## src/rtl/axis_uart_tx_if.sv

```systemverilog
// AXI-Stream byte channel feeding the UART transmitter.
interface axis_uart_tx_if;
  logic       s_valid;
  logic       s_ready;
  logic [7:0] s_data;

  modport master (output s_valid, output s_data, input s_ready);
  modport slave  (input s_valid, input s_data, output s_ready);
endinterface

```

## src/rtl/axis_uart_tx.sv

```systemverilog
// AXI-Stream to UART TX serializer: start bit, LSB-first data, optional even
// parity (compiled in with `define UART_TX_PARITY_EN), STOP_BITS stop bits.
module axis_uart_tx #(
  parameter int CLK_DIV   = 868,
  parameter int DATA_BITS = 8,
  parameter int STOP_BITS = 1
) (
  input  logic            clk,
  input  logic            rst_n,
  axis_uart_tx_if.slave   s_axis,
  output logic            tx,
  output logic            busy
);

  typedef enum logic [2:0] {
    ST_IDLE   = 3'd0,
    ST_START  = 3'd1,
    ST_DATA   = 3'd2,
    ST_PARITY = 3'd3,
    ST_STOP   = 3'd4
  } state_t;

  localparam logic [15:0] TIMER_MAX = 16'(CLK_DIV - 1);
  localparam logic [2:0]  DATA_LAST = 3'(DATA_BITS - 1);
  localparam logic [2:0]  STOP_LAST = 3'(STOP_BITS - 1);
  localparam logic [7:0]  DATA_MASK = 8'((16'd1 << DATA_BITS) - 16'd1);

`ifdef UART_TX_PARITY_EN
  function automatic logic f_even_parity(input logic [7:0] d);
    return ^d;
  endfunction
`endif

  state_t      r_state;
  state_t      w_state_nxt;
  logic [15:0] r_timer;
  logic [15:0] w_timer_nxt;
  logic [2:0]  r_idx;
  logic [2:0]  w_idx_nxt;
  logic [7:0]  r_shift;
  logic [7:0]  w_shift_nxt;
  logic        r_tx;
  logic        w_tx_nxt;
  logic        w_bit_end;
  logic        w_s_ready;
  logic        w_accept;
  logic [7:0]  w_load;
`ifdef UART_TX_PARITY_EN
  logic        r_par;
  logic        w_par_nxt;
`endif

  // Ready in IDLE and in the last cycle of the last stop bit, so frames can abut.
  assign w_bit_end      = (r_timer == TIMER_MAX);
  assign w_s_ready      = (r_state == ST_IDLE) ||
                          ((r_state == ST_STOP) && w_bit_end && (r_idx == STOP_LAST));
  assign w_accept       = s_axis.s_valid & w_s_ready;
  assign w_load         = s_axis.s_data & DATA_MASK;
  assign s_axis.s_ready = w_s_ready;
  assign tx             = r_tx;
  assign busy           = (r_state != ST_IDLE);

  // State and datapath registers.
  always_ff @(posedge clk or negedge rst_n) begin
    if (!rst_n) begin
      r_state <= ST_IDLE;
      r_timer <= 16'd0;
      r_idx   <= 3'd0;
      r_shift <= 8'd0;
      r_tx    <= 1'b1;
`ifdef UART_TX_PARITY_EN
      r_par   <= 1'b0;
`endif
    end else begin
      r_state <= w_state_nxt;
      r_timer <= w_timer_nxt;
      r_idx   <= w_idx_nxt;
      r_shift <= w_shift_nxt;
      r_tx    <= w_tx_nxt;
`ifdef UART_TX_PARITY_EN
      r_par   <= w_par_nxt;
`endif
    end
  end

  // Next-state, bit timer, bit index and shift register.
  always_comb begin
    w_state_nxt = r_state;
    w_timer_nxt = w_bit_end ? 16'd0 : (r_timer + 16'd1);
    w_idx_nxt   = r_idx;
    w_shift_nxt = r_shift;
`ifdef UART_TX_PARITY_EN
    w_par_nxt   = r_par;
`endif
    case (r_state)
      ST_IDLE: begin
        w_timer_nxt = 16'd0;
        if (w_accept) begin
          w_state_nxt = ST_START;
          w_shift_nxt = w_load;
`ifdef UART_TX_PARITY_EN
          w_par_nxt   = f_even_parity(w_load);
`endif
        end else begin
          w_state_nxt = ST_IDLE;
        end
      end
      ST_START: begin
        if (w_bit_end) begin
          w_state_nxt = ST_DATA;
          w_idx_nxt   = 3'd0;
        end else begin
          w_state_nxt = ST_START;
        end
      end
      ST_DATA: begin
        if (w_bit_end) begin
          w_shift_nxt = {1'b0, r_shift[7:1]};
          if (r_idx == DATA_LAST) begin
            w_idx_nxt   = 3'd0;
`ifdef UART_TX_PARITY_EN
            w_state_nxt = ST_PARITY;
`else
            w_state_nxt = ST_STOP;
`endif
          end else begin
            w_idx_nxt = r_idx + 3'd1;
          end
        end else begin
          w_state_nxt = ST_DATA;
        end
      end
`ifdef UART_TX_PARITY_EN
      ST_PARITY: begin
        if (w_bit_end) begin
          w_state_nxt = ST_STOP;
          w_idx_nxt   = 3'd0;
        end else begin
          w_state_nxt = ST_PARITY;
        end
      end
`endif
      ST_STOP: begin
        if (w_bit_end) begin
          if (r_idx == STOP_LAST) begin
            w_idx_nxt = 3'd0;
            if (w_accept) begin
              w_state_nxt = ST_START;
              w_shift_nxt = w_load;
`ifdef UART_TX_PARITY_EN
              w_par_nxt   = f_even_parity(w_load);
`endif
            end else begin
              w_state_nxt = ST_IDLE;
            end
          end else begin
            w_idx_nxt = r_idx + 3'd1;
          end
        end else begin
          w_state_nxt = ST_STOP;
        end
      end
      default: begin
        w_state_nxt = ST_IDLE;
        w_timer_nxt = 16'd0;
        w_idx_nxt   = 3'd0;
      end
    endcase
  end

  // Line level for the coming cycle, registered so tx moves on the same edge as the state.
  always_comb begin
    w_tx_nxt = 1'b1;
    case (w_state_nxt)
      ST_IDLE:   w_tx_nxt = 1'b1;
      ST_START:  w_tx_nxt = 1'b0;
      ST_DATA:   w_tx_nxt = w_shift_nxt[0];
`ifdef UART_TX_PARITY_EN
      ST_PARITY: w_tx_nxt = w_par_nxt;
`endif
      ST_STOP:   w_tx_nxt = 1'b1;
      default:   w_tx_nxt = 1'b1;
    endcase
  end

endmodule

```

## src/flat_wrapper.sv

```systemverilog
// flat-port wrapper written by rule: the top's interface ports become plain ports
module axis_uart_tx_flat 
#(
  parameter int CLK_DIV   = 868,
  parameter int DATA_BITS = 8,
  parameter int STOP_BITS = 1
)
  (clk, rst_n, tx, busy, s_axis_s_valid, s_axis_s_data, s_axis_s_ready);
  axis_uart_tx_if s_axis_i ();
  input  logic clk;
  input  logic rst_n;
  output logic tx;
  output logic busy;
  input wire logic [$bits(s_axis_i.s_valid)-1:0] s_axis_s_valid;
  input wire logic [$bits(s_axis_i.s_data)-1:0] s_axis_s_data;
  output wire logic [$bits(s_axis_i.s_ready)-1:0] s_axis_s_ready;
  assign s_axis_i.s_valid = s_axis_s_valid;
  assign s_axis_i.s_data = s_axis_s_data;
  assign s_axis_s_ready = s_axis_i.s_ready;
  axis_uart_tx #(.CLK_DIV(CLK_DIV), .DATA_BITS(DATA_BITS), .STOP_BITS(STOP_BITS)) u_core (.clk(clk), .rst_n(rst_n), .s_axis(s_axis_i), .tx(tx), .busy(busy));
endmodule
```

## config.mk

```make
export PLATFORM = sky130hd
export DESIGN_NAME = axis_uart_tx_flat
export DESIGN_NICKNAME = d
export VERILOG_FILES = /design/src/rtl/axis_uart_tx_if.sv /design/src/rtl/axis_uart_tx.sv /design/src/flat_wrapper.sv
export SDC_FILE = /design/constraint.sdc
export NUM_CORES = 1
export LEC_CHECK = 0
export ABC_AREA = 1
export CORE_ASPECT_RATIO = 1.4
export CORE_MARGIN = 4
export CORE_UTILIZATION = 30
export DETAILED_ROUTE_END_ITERATION = 8
export MAX_ROUTING_LAYER = met4
export PLACE_DENSITY_LB_ADDON = 0.15
export SLEW_MARGIN = 20
export SYNTH_ARGS = -nofsm -noshare
export SYNTH_HDL_FRONTEND = slang
export SYNTH_SLANG_ARGS = --single-unit
```

## constraint.sdc

```tcl
create_clock -name clk -period 1.9 [get_ports clk]
set_clock_uncertainty 0.15 [all_clocks]
set_input_delay 0.38 -clock clk [delete_from_list [all_inputs] [get_ports clk]]
set_output_delay 0.38 -clock clk [all_outputs]
set_load 0.1 [all_outputs]
```

==> out/metrics.yaml, run 1 <==
dp_hpwl_mm: 3.31
root_buffer: "clkbuf_8"
dieHeight_um: 100
cp_cell_sequence: "inv_1 > nand3_4 > nor2_8 > nand3_4 > a21oi_4 > buf_12"
crit_type: "reg2out"
cts_made_buffers: 5
num_antenna_cells: 0
clock-sinks: 31
cpMaxStageDelayCell: "dfrtp_1"
yosysWarnings: 0
final_antenna_net_count: 0
io_pins: 14
seq_area_frac_synth: 0.425
fin_cells: 332
layout_commonest_cell: "nand2_1"
required_ns: 1.37
clock_power_share: 0.450
chipWidth_um: 74.0
rsz0062_at_grt: "yes"
ir_worst_vdd_uv: 292
worstMarginPinSlew_ns: 0.240
p_sw_mw: 0.264
violations: "setup timing"
p_per_area_nw_per_um2: 539
grt_pass1_wl_mm: 7.31
combPwrFrac: 0.033
layout.nets: 276
drv_slew: 0
finalHoldViolCount: 0
async_flop_share: 1.00
synth-seq-cells: 31
coreArea_um2: 5900
r2r-end: "u_core.tx"
grt_pass1_vias: 1599
drt-vias-per-instance: 4.67
setup_viol: 1
status: "finished, violations left"
fillCellCount: 647
crit_top_cell: "nand3_4"
period_needed_ns: 2.09
fp.dieArea_um2: 7420
cts_tree: "done"
reg2reg_from: "u_core.r_timer[1]"
place_congestion: 0.776
worst_slack_ns: -0.190
cap_violations: 0
synth_cell_type_count: 32
synth_top_cell_by_area: "dfrtp_1"
clk_latency_ns: 0.28
grtUsageTotal: 0.132
drc: 0
start_util: 0.309
path_max_fanout: 4
drt_iter0_markers: 28
max_freq_ghz: 0.479
place.detailed.instances: 321
hold_path.class: "in2async"
p_seq_frac: 0.517
power_mw: 1.28
relSlewSlack: 0.839
portBuffers: 13
syn_inst: 223
yosysTopAreaCellShare: 0.411
wire_per_inst_um: 12.6
grt_max_degree: 32
final_cell_mix: "nand2_1 (40), dfrtp_1 (29), nor2_1 (24), inv_1 (23), nand3_1 (20)"
avgSynthCellArea_um2: 8.19
cts_buffer_depth: 2
max_stage_delay_ns: 0.41
rr_worst_depth: 12
holdWs_ns: 0.326
dr.pass1.iters: 4
p_leak_nw: 1.15
rows: 33
ff2ff_setup_slack_ns: 0.06
cts_htree_levels: 2
critical_path_arrival_ns: 1.56
grt-ovfl-total: 0
ys_top_cells_by_area: "dfrtp_1 (41%), nand2_1 (8.4%), nand3_1 (5.5%)"
fin_tns_setup_ns: -0.190
fin_crit_sh: 1.10
switching_share: 0.206
synth-edff-count: 0
area_delta_synth_final_pct: 29.9
synthFlopType: "dfrtp_1"
start_kind: "flop"
path_clk_slew_ns: 0.07
vias: 1549
cp-end-kind: "primary output"
drt_wl_total_mm: 4.17
antenna_found_initial: 0
drive_above_1_share: 0.279
syn_area_um2: 1830
ctsHoldBuffers: 0
synth_fp_nets: 238
internal-power_mw: 1.01
## through the flow
stage	setup slack (ns)	area [µm²]	utilization
2_1_floorplan	-0.195	1830	-
3_3_place_gp	0.0702	2200	0.373
3_5_place_dp	0.0607	2200	0.373
4_1_cts	-0.188	2320	0.393
5_1_grt	-0.275	2370	0.402
6_report	-0.190	2370	0.402
## metal layers
metal  track usage  share of wire  wire length (µm)  vias up
li1              -              -                 -      802
met1         0.142           0.40              1660      719
met2         0.233           0.56              2330       22
met3        0.0281          0.026               109        6
met4        0.0474          0.017                70        0
met5             -              0                 0        -
## cell families after synthesis
| group | Yosys count | share of synthesized area |
|---|---|---|
| XOR/XNOR | 2 | 0.00959 |
| flip-flops | 31 | 0.425 |
| AO/OA/AOI/OAI | 24 | 0.0815 |
| AND/OR/NAND/NOR | 128 | 0.379 |
| adder cells (fa/ha/maj) | 4 | 0.0274 |
| buffers and inverters | 34 | 0.0767 |
## registers in the layout, summed over array words and instances (netlist names)
name and flops:
u_core.r_state 3, u_core.r_shift 8, u_core.tx 1, u_core.r_timer 16, u_core.r_idx 3
## how the worst max path moves through the flow
stage                            start        endpoint  slack [ns]  depth (start not counted)
floorplan            u_core.r_timer[7]  s_axis_s_ready       -0.20                          5
global placement     u_core.r_timer[0]       u_core.tx        0.07                         12
detailed placement   u_core.r_timer[0]       u_core.tx        0.06                         12
CTS                 u_core.r_timer[11]  s_axis_s_ready       -0.19                          6
global route        u_core.r_timer[12]  s_axis_s_ready       -0.28                          6
finish               u_core.r_timer[3]  s_axis_s_ready       -0.19                          6
## final cells by class
type / count / area [µm²] / area share
clock buffer: 8 / 100 / 0.0422
inverter: 32 / 125 / 0.0527
multi-input combinational: 158 / 955 / 0.402
sequential: 31 / 778 / 0.328
tap: 70 / 87.6 / 0.0369
timing repair buffer: 33 / 327 / 0.138
## synth_stat cells, types with 3 or more instances
library cell,instances
a21oi_1,8
dfrtp_1,30
ha_1,4
inv_1,25
inv_2,6
nand2_1,41
nand2_2,5
nand3_1,20
nand3_2,3
nand3_4,3
nand4_1,8
nor2_1,26
nor2_2,5
nor2_4,3
nor3_1,5
nor3_2,3
o21ai_0,6
o21ai_1,6
## what timing repair did
action / 4_1_cts / 5_1_grt
resized for setup: 4 / 9
gates cloned: 0 / 0
pin swaps: 3 / 3
buffers inserted: 1 / 2
setup endpoints to repair: 2 / 10
## power by group through the flow
stage	clock [mW]	combinational (mW)	sequential (mW)
after floorplan	0	0.00254	0.672
after global placement	0	0.0447	0.672
after detailed placement	0	0.0448	0.672
after CTS	0.605	0.0452	0.660
after global routing	0.643	0.0481	0.659
final	0.575	0.0428	0.660
## worst max-delay path, delay by kind of cell (launching register included)
| family | cells | cell delay, ns |
|---|---|---|
| flops | 1 | 0.41 |
| buf+inv | 2 | 0.39 |
| simple gates | 3 | 0.30 |
| compound gates | 1 | 0.17 |
No activity file was read; power rests on OpenSTA's default activity.
==> run 2, diff against run 1 <==
--- a/config.mk
+++ b/config.mk
@@ -8,7 +8,7 @@
 export ABC_AREA = 1
 export CORE_ASPECT_RATIO = 1.4
 export CORE_MARGIN = 4
-export CORE_UTILIZATION = 30
+export CORE_UTILIZATION = 58
 export DETAILED_ROUTE_END_ITERATION = 8
 export MAX_ROUTING_LAYER = met4
 export PLACE_DENSITY_LB_ADDON = 0.15
==> constraint.sdc (replaced) <==
create_clock -name clk -period 2.1 [get_ports clk]
set_clock_uncertainty 0.15 [all_clocks]
set_input_delay 0.42 -clock clk [delete_from_list [all_inputs] [get_ports clk]]
set_output_delay 0.42 -clock clk [all_outputs]
set_load 0.1 [all_outputs]
==> run 2 against run 1 <==
- the flow now finishes without violations
- first-iteration DRC count up 93%
- flip-flop and latch count unchanged
- wire length up 0.12%
- sequential share of layout area up 2.0 points
- power down 13%
- critical path depth up 1
==> out/metrics.yaml, run 2 (same netlist as run 1, synthesis figures left out) <==
path_clk_slew_ns: 0.06  # was 0.07 ns
grt_pass1_vias: 1681  # was 1599
largest_reg_flops: 16  # unchanged
p_per_area_nw_per_um2: 497  # was 539 nW/µm²
start_kind: "flop"  # unchanged
relSlewSlack: 0.737  # was 0.839
drt_wl_total_mm: 4.17  # about the same
clock_power_share: 0.431  # was 0.450
cts_tree: "done"  # unchanged
ctsHoldBuffers: 0  # unchanged
crit_top_cell: "inv_2"  # was nand3_4
critical_path_arrival_ns: 1.53  # was 1.56 ns
wire_per_inst_um: 14.2  # was 12.6 µm
rows: 23  # was 33
switching_share: 0.214  # was 0.206
final_antenna_net_count: 0  # unchanged
layout_commonest_cell: "nand2_1"  # unchanged
fillCellCount: 220  # was 647
area_delta_synth_final_pct: 22.3  # was 29.9%
dp_slack_ns: 0.166  # was 0.0607 ns
rr_worst_depth: 12  # unchanged
cts_htree_levels: 2  # unchanged
worstMarginPinSlew_ns: 0.394  # was 0.240 ns
grt.busiest_layer: "met2"  # unchanged
chipWidth_um: 55.4  # was 74.0 µm
max_freq_ghz: 0.477
drt-vias-per-instance: 5.53  # was 4.67
place.detailed.instances: 276  # was 321
internal-power_mw: 0.873  # was 1.01 mW
coreArea_um2: 2940  # was 5900 µm²
antenna_found_initial: 0  # unchanged
hold_path.class: "reg2reg"  # was in2async
cpMaxStageDelayCell: "dfrtp_1"  # unchanged
power_mw: 1.11  # was 1.28 mW
dr.pass1.iters: 5  # was 4
num_antenna_cells: 0  # unchanged
combPwrFrac: 0.031  # was 0.033
top_register: "u_core.r_timer"  # unchanged
placed_area_um2: 2060  # was 2200 µm²
path_max_fanout: 3  # was 4
dieHeight_um: 74.4  # was 100 µm
fin_util: 0.761  # was 0.402
fin_tns_setup_ns: 0  # was -0.190 ns
top_regs: "u_core.r_timer x16, u_core.r_shift x8"  # unchanged
hold_depth: 2
design_area_um2: 2230  # was 2370 µm²
finalHoldViolCount: 0  # unchanged
drive_above_1_share: 0.266  # was 0.279
p_leak_nw: 1.09  # was 1.15 nW
grt_util_met2: 0.437  # was 0.233
layout.nets: 271  # was 276
cts_made_buffers: 5  # unchanged
dp_hpwl_mm: 3.00  # was 3.31 mm
rsz0062_at_grt: "yes"  # unchanged
grt-ovfl-total: 0  # unchanged
drc: 0  # unchanged
cp_cell_sequence: "inv_2 > ha_1 > nand2_1 > inv_2 > nand3_4 > a21oi_4 > buf_12"  # was inv_1 > nand3_4 > nor2_8 > nand3_4 > a21oi_4 > buf_12
final_cell_mix: "nand2_1 (40), dfrtp_1 (30), nor2_1 (24), inv_1 (21), nand3_1 (20)"  # was nand2_1 (40), dfrtp_1 (29), nor2_1 (24), inv_1 (23), nand3_1 (20)
cp-end-kind: "primary output"  # unchanged
seq_area_um2: 777  # was 778 µm²
grt_max_degree: 32  # unchanged
met1_usage: 0.231  # was 0.142
clock-sinks: 31  # unchanged
worst_slack_ns: 0.00464  # was -0.190 ns
status: "finished, final reports clean"  # was finished, violations left
p_sw_mw: 0.238  # was 0.264 mW
setup_viol: 0  # was 1
root_buffer: "clkbuf_8"  # unchanged
io_pins: 14  # unchanged
portBuffers: 13  # unchanged
period_needed_ns: 2.10
place_congestion: 0.915  # was 0.776
drt_iter0_markers: 54  # was 28
start_util: 0.622  # was 0.309
ir_worst_vdd_uv: 562  # was 292 µV
fin_crit_sh: 0.998
multi_input_area_um2: 925  # was 955 µm²
required_ns: 1.53  # was 1.37 ns
drv_slew: 0  # unchanged
clk_latency_ns: 0.28  # about the same
fin_cells: 293  # was 332
max_stage_delay_ns: 0.41  # about the same
cts_buffer_depth: 2  # unchanged
p_seq_frac: 0.538  # was 0.517
vias: 1620  # was 1549
crit_type: "reg2out"  # unchanged
cap_violations: 0  # unchanged
holdWs_ns: 0.355  # was 0.326 ns
met3_usage: 0.0399  # was 0.0281
grtUsageTotal: 0.232  # was 0.132
fp.dieArea_um2: 4120  # was 7420 µm²
grt_pass1_wl_mm: 7.30  # was 7.31 mm
## run 2: cell count changes in the layout (fill, tap and decap cells not counted), sizes merged
cell	delta
clkinv	+1
buf	-5
clkbuf	-2
## run 2: final timing paths
check	from	to	slack, ns
max	u_core.r_idx[0]	s_axis_s_ready	0.005
min in group asynchronous	rst_n	u_core.r_timer[7]	0.37
max reg2reg	u_core.r_timer[0]	u_core.tx	0.23
min	u_core.r_shift[0]	u_core.r_shift[0]	0.36
max in group asynchronous	rst_n	u_core.tx	1.09
min reg2reg	u_core.r_shift[0]	u_core.r_shift[0]	0.36
## run 2: repair_timing
item / 4_1_cts / 5_1_grt
pin swaps: 1 / 0
hold endpoints to repair: 0 / 0
setup buffers: 10 / 0
resized for setup: 6 / 3
setup endpoints to repair: 2 / 2
## run 2: routing by layer
layer / part of all wire / up-vias
li1: - / 790
met1: 0.39 / 776
met2: 0.54 / 36
met3: 0.030 / 18
met4: 0.037 / 0
met5: 0 / -
## run 2: area by class of cell
class                      count  area share
timing repair buffer          28       0.122
multi-input combinational    158       0.414
inverter                      32      0.0560
clock inverter                 1     0.00224
tap                           37      0.0207
clock buffer                   6      0.0370
sequential                    31       0.348
## run 2: power by group through the flow
stage	combinational (mW)	clock [mW]	sequential, mW
2_1_floorplan	0.00230	0	0.608
3_3_place_gp	0.0350	0	0.608
6_report	0.0349	0.478	0.597
3_5_place_dp	0.0357	0	0.608
4_1_cts	0.0362	0.485	0.597
5_1_grt	0.0380	0.509	0.597
## run 2: critical path, delay by kind of cell, from the launching register on
family                   cells  cell delay, ns
AND/OR/NAND/NOR              2            0.17
AO/OA/AOI/OAI                1            0.16
buffers and inverters        3            0.36
flip-flops                   1            0.41
adder cells (fa/ha/maj)      1            0.14
==> run 3, diff against run 2 <==
--- a/config.mk
+++ b/config.mk
@@ -10,6 +10,7 @@
 export CORE_MARGIN = 4
 export CORE_UTILIZATION = 58
 export DETAILED_ROUTE_END_ITERATION = 8
+export GPL_ROUTABILITY_DRIVEN = 1
 export MAX_ROUTING_LAYER = met4
 export PLACE_DENSITY_LB_ADDON = 0.15
 export SLEW_MARGIN = 20
==> results of run 3 <==
Final layout, timing and power as in run 2 (identical DEF).
